==> config.mk <==
export PLATFORM = sky130hd
export DESIGN_NAME = fifo_ctrl_flat
export DESIGN_NICKNAME = d
export VERILOG_FILES = /design/src/rtl/fifo_ctrl_if.sv /design/src/rtl/fifo_ctrl.sv /design/src/flat_wrapper.sv
export SDC_FILE = /design/constraint.sdc
export NUM_CORES = 1
export LEC_CHECK = 0
export ABC_AREA = 1
export CORE_MARGIN = 4
export CORE_UTILIZATION = 46
export DETAILED_ROUTE_END_ITERATION = 7
export PLACE_DENSITY_LB_ADDON = 0.1
export SETUP_SLACK_MARGIN = 0.02
export SYNTH_ARGS = -nofsm -noshare
export SYNTH_HDL_FRONTEND = slang
export SYNTH_SLANG_ARGS = --single-unit
==> constraint.sdc <==
create_clock -name clock -period 1.9 [get_ports clock]
set_input_delay 0.38 -clock clock [delete_from_list [all_inputs] [get_ports clock]]
set_output_delay 0.38 -clock clock [all_outputs]
set_load 0.005 [all_outputs]
==> src/rtl/fifo_ctrl_if.sv <==
// Request and status bundle between the push-button front end and the FIFO pointer controller.
interface fifo_ctrl_if #(
  parameter int unsigned ADDR_WIDTH = 5
);
  logic                  write;
  logic                  read;
  logic                  wren;
  logic [ADDR_WIDTH-1:0] wraddress;
  logic [ADDR_WIDTH-1:0] rdaddress;
  logic [ADDR_WIDTH:0]   count;
  logic                  empty;
  logic                  full;

  modport master (
    output write, read,
    input  wren, wraddress, rdaddress, count, empty, full
  );

  modport slave (
    input  write, read,
    output wren, wraddress, rdaddress, count, empty, full
  );
endinterface

==> src/rtl/fifo_ctrl.sv <==
// Pointer/occupancy controller that turns a 2**ADDR_WIDTH-entry dual-port RAM into a FIFO.
// Push/pop requests are asynchronous levels; each rising edge yields one request pulse.
module fifo_ctrl #(
  parameter int unsigned ADDR_WIDTH = 5
) (
  input  logic       clock,
  input  logic       reset,
  fifo_ctrl_if.slave bus
);
  localparam int unsigned DEPTH   = 2 ** ADDR_WIDTH;
  localparam int unsigned CNT_W   = ADDR_WIDTH + 1;
  localparam int unsigned SYNC_W  = 3;

  // Per request: bit0 = s1, bit1 = s2, bit2 = previous s2
  logic [SYNC_W-1:0]     wr_sync;
  logic [SYNC_W-1:0]     rd_sync;
  logic                  wr_pulse;
  logic                  rd_pulse;
  logic                  wr_acc;
  logic                  rd_acc;

  logic [ADDR_WIDTH-1:0] wr_ptr;
  logic [ADDR_WIDTH-1:0] rd_ptr;
  logic [CNT_W-1:0]      count_q;
  logic [CNT_W-1:0]      count_next;
  logic                  empty_q;
  logic                  full_q;

  always_ff @(posedge clock or posedge reset) begin
    if (reset) begin
      wr_sync <= '0;
      rd_sync <= '0;
    end else begin
      wr_sync <= {wr_sync[1:0], bus.write};
      rd_sync <= {rd_sync[1:0], bus.read};
    end
  end

  assign wr_pulse = wr_sync[1] & ~wr_sync[2];
  assign rd_pulse = rd_sync[1] & ~rd_sync[2];
  assign wr_acc   = wr_pulse & ~full_q;
  assign rd_acc   = rd_pulse & ~empty_q;

  // Occupancy moves only when exactly one side is accepted
  always_comb begin
    count_next = count_q;
    case ({wr_acc, rd_acc})
      2'b10:   count_next = count_q + CNT_W'(1);
      2'b01:   count_next = count_q - CNT_W'(1);
      default: count_next = count_q;
    endcase
  end

  // Flags are registered from the next count so they switch cleanly with count
  always_ff @(posedge clock or posedge reset) begin
    if (reset) begin
      wr_ptr  <= '0;
      rd_ptr  <= '0;
      count_q <= '0;
      empty_q <= 1'b1;
      full_q  <= 1'b0;
    end else begin
      if (wr_acc) wr_ptr <= wr_ptr + ADDR_WIDTH'(1);
      if (rd_acc) rd_ptr <= rd_ptr + ADDR_WIDTH'(1);
      count_q <= count_next;
      empty_q <= (count_next == CNT_W'(0));
      full_q  <= (count_next == CNT_W'(DEPTH));
    end
  end

  assign bus.wren      = wr_acc;
  assign bus.wraddress = wr_ptr;
  assign bus.rdaddress = rd_ptr;
  assign bus.count     = count_q;
  assign bus.empty     = empty_q;
  assign bus.full      = full_q;
endmodule

==> src/flat_wrapper.sv <==
// flat-port wrapper written by rule: the top's interface ports become plain ports
module fifo_ctrl_flat 
#(
  parameter int unsigned ADDR_WIDTH = 5
)
  (clock, reset, bus_write, bus_read, bus_wren, bus_wraddress, bus_rdaddress, bus_count, bus_empty, bus_full);
  fifo_ctrl_if #(.ADDR_WIDTH(ADDR_WIDTH)) bus_i ();
  input  logic clock;
  input  logic reset;
  input wire logic [$bits(bus_i.write)-1:0] bus_write;
  input wire logic [$bits(bus_i.read)-1:0] bus_read;
  output wire logic [$bits(bus_i.wren)-1:0] bus_wren;
  output wire logic [$bits(bus_i.wraddress)-1:0] bus_wraddress;
  output wire logic [$bits(bus_i.rdaddress)-1:0] bus_rdaddress;
  output wire logic [$bits(bus_i.count)-1:0] bus_count;
  output wire logic [$bits(bus_i.empty)-1:0] bus_empty;
  output wire logic [$bits(bus_i.full)-1:0] bus_full;
  assign bus_i.write = bus_write;
  assign bus_i.read = bus_read;
  assign bus_wren = bus_i.wren;
  assign bus_wraddress = bus_i.wraddress;
  assign bus_rdaddress = bus_i.rdaddress;
  assign bus_count = bus_i.count;
  assign bus_empty = bus_i.empty;
  assign bus_full = bus_i.full;
  fifo_ctrl #(.ADDR_WIDTH(ADDR_WIDTH)) u_core (.clock(clock), .reset(reset), .bus(bus_i));
endmodule
==> impl_metrics.env <==
export IMPL_grt_antenna_before_repair=0
export IMPL_path_max_fanout=6
export IMPL_instances_no_fill=204
export IMPL_drc=0
export IMPL_start_util=0.489
export IMPL_die_y_um=59.8
export IMPL_crit_slowest_cell="dfrtp_1"
export IMPL_vias=977
export IMPL_synth_top_area_frac=0.467
export IMPL_rsz0062_at_grt="yes"
export IMPL_multi_input_area_um2=631
export IMPL_synth_common_cells="31 x nand2_1, 23 x dfrtp_1, 16 x inv_1"
export IMPL_slew_headroom=0.679
export IMPL_crit_family="simple AND/OR/NAND/NOR gates"
export IMPL_cts_sinks=24
export IMPL_core_region_area_um2=2520
export IMPL_hold_class="in -> async"
export IMPL_nFillCells=210
export IMPL_power_leakage_nw=0.854
export IMPL_place_hpwl_um=1860
export IMPL_groute_usage_overall=0.162
export IMPL_grt_first_pass_wirelength_um=4510
export IMPL_drt_iter0_drc=10
export IMPL_clock_path_buffers=2
export IMPL_worstPathCellList="inv_2, nand2_4, nor2_8, nand2_4, nand2_2, nand2_2, ha_4, a21oi_4, inv_2, nand2_2, nand3_2, o21ai_2, inv_1, nand2_1, nor2_2, nand2_2, nor2_2"
export IMPL_ys_seq_elements=24
export IMPL_firstDrtPassIters=4
export IMPL_status="complete, no violations"
export IMPL_worstMarginPinSlew_ps=481
export IMPL_synth_edf_count=0
export IMPL_synthFlopType="dfrtp_1"
export IMPL_cts_tree="built"
export IMPL_synth_cell_area_um2=1230
export IMPL_power_density_nw_per_um2=1460
export IMPL_postLayoutCoreUtil=0.690
export IMPL_synthCells=135
export IMPL_yosysTopAreaCell="dfrtp_1"
export IMPL_synthMostInstantiatedCell="nand2_1"
export IMPL_wl_per_cell_um=12.6
export IMPL_drive_above_1_share=0.328
export IMPL_viasPerCell=4.79
export IMPL_cp_end_kind="flop"
export IMPL_grt_pass1_vias=1024
export IMPL_drv_slew=0
export IMPL_fp_row_count=18
export IMPL_final_nets=183
export IMPL_num_io_pins=23
export IMPL_cp_start_kind="flop"
export IMPL_place_gp_congestion=0.821
export IMPL_cp_common_cell="nand2_2"
export IMPL_critPathMaxStageDelay_ps=400
export IMPL_top_layer="met4"
export IMPL_cp_arrival_ps=2070
export IMPL_ys_types=22
export IMPL_synth_fp_nets=143
export IMPL_antenna_cells=0
export IMPL_syn_avg_cell_area_um2=9.13
export IMPL_insertion_delay_ps=320
export IMPL_async_flop_share=1.00
export IMPL_synth_area_leaders="dfrtp_1 47%, nand2_1 9.4%, nand3_1 6.1%, nand2_2 5.1%, inv_1 4.9%"
export IMPL_syn_to_final_growth_pct=41.2
export IMPL_worstPathRequired_ps=2130
export IMPL_grt_ovfl_total=0
export IMPL_holdWs_ps=354
export IMPL_cap_violations=0
export IMPL_wl_um=2580
export IMPL_stdcell_area_um2=1740
export IMPL_wl_met1_um=1220
export IMPL_hold_viol_final=0
export IMPL_placed_cell_area_um2=1560
export IMPL_wl_met3_um=97
export IMPL_min_period_over_period=0.966
export IMPL_ys_seq_area_frac=0.488
export IMPL_grt_max_degree=15
export IMPL_regArea_um2=602
export IMPL_worstSetupPathType="reg -> reg"
export IMPL_die_x_um=59.8
export IMPL_dp_cells=195
export IMPL_cts_htree_levels=1
export IMPL_synth_warnings=0
export IMPL_dieArea_um2=3570
export IMPL_skew_ps=5.89
export IMPL_wl_met2_um=1240
export IMPL_finalSetupViolCount=0
export IMPL_ant_nets=0
export IMPL_max_freq_mhz=545
export IMPL_port_buffers=22
export IMPL_clk_pin_slew_ps=140
export IMPL_crit_buf_inv=3
export IMPL_tns_ps=0
export IMPL_root_buffer="clkbuf_4"
export IMPL_fin_crit_ps=1840
export IMPL_irDropWorstVdd_mv=1.10
export IMPL_cts_made_buffers=3
layout by cell type (no fill, tap or decap), drive strengths merged:
cell type	netlist	final
nand2	42	42
dfrtp	23	23
clkdlybuf4s50	0	20
inv	19	19
nand3	18	18
buf	1	14
nor2	9	9
xnor2	6	6
xor2	4	4
ha	4	4
clkbuf	0	3
o21ai	3	3
nand3b	2	2
a21oi	1	1
or2	1	1
nand4	1	1
bufinv	0	1
dlymetal6s2s	0	1
dlygate4sd2	0	1
dfstp	1	1
layer usage:
| metal | up-vias | track usage |
|---|---|---|
| li1 | 499 | - |
| met1 | 458 | 0.210 |
| met2 | 18 | 0.279 |
| met3 | 2 | 0.0410 |
| met4 | 0 | 0.0190 |
| met5 | - | 0 |
final timing paths:
kind | startpoint | end | slack (ps) | depth (start not counted)
worst max-delay path | u_core.rd_sync[2] | u_core.bus.full | 60 | 17
worst min-delay path | reset | u_core.bus.wraddress[2] | 350 | 2
worst max register to register | u_core.rd_sync[2] | u_core.bus.full | 60 | 17
worst min register to register | u_core.rd_sync[0] | u_core.rd_sync[1] | 370 | 0
max in group asynchronous | reset | u_core.bus.empty | 1020 | 3
min in group clock | u_core.rd_sync[0] | u_core.rd_sync[1] | 370 | 0
metrics by stage:
step | power, mW | setup slack [ps]
detailed placement | 2.02 | 40.2
finish | 2.54 | 64.4
CTS | 2.42 | 24.0
floorplan | 1.47 | 142
global placement | 1.99 | 116
global route | 2.75 | -89.0
state kept, by name, summed over array words and instances (netlist names):
name,flops
u_core.bus.count,6
u_core.bus.rdaddress,5
u_core.bus.wraddress,5
u_core.rd_sync,3
u_core.wr_sync,3
u_core.bus.empty,1
u_core.bus.full,1
power breakdown:
group,switching [mW],internal [mW],leakage (nW)
registers,0.220,0.694,0.290
logic,0.571,0.686,0.536
clock network,0.158,0.213,0.0279
total,0.950,1.59,0.854
layout make-up:
| class | count | share of cell area |
|---|---|---|
| clock buffers | 3 | 0.0129 |
| clock inverters | 1 | 0.0173 |
| inverters | 19 | 0.0410 |
| multi-input cells | 91 | 0.362 |
| flip-flops and latches | 24 | 0.346 |
| well taps | 30 | 0.0216 |
| repair buffers | 36 | 0.199 |
kinds of logic (layout without fill, tap and decap cells):
group / count (synthesis) / after routing / synth area share
DFF: 24 / 24 / 0.488
xor gates and xnor gates: 10 / 10 / 0.0711
AOI/OAI and AO/OA: 4 / 4 / 0.0162
buffers and inverters: 20 / 59 / 0.0670
and+or+nand+nor: 73 / 73 / 0.317
adders and majority gates: 4 / 4 / 0.0406
repair_timing:
action,CTS,global route
setup endpoints to repair,3,5
gates resized for setup,4,20
pin swaps,0,13
endpoints found under the hold margin,0,0
hold buffers,0,0
buffers inserted,1,4
Note: power is estimated with default switching activity, not from simulation.
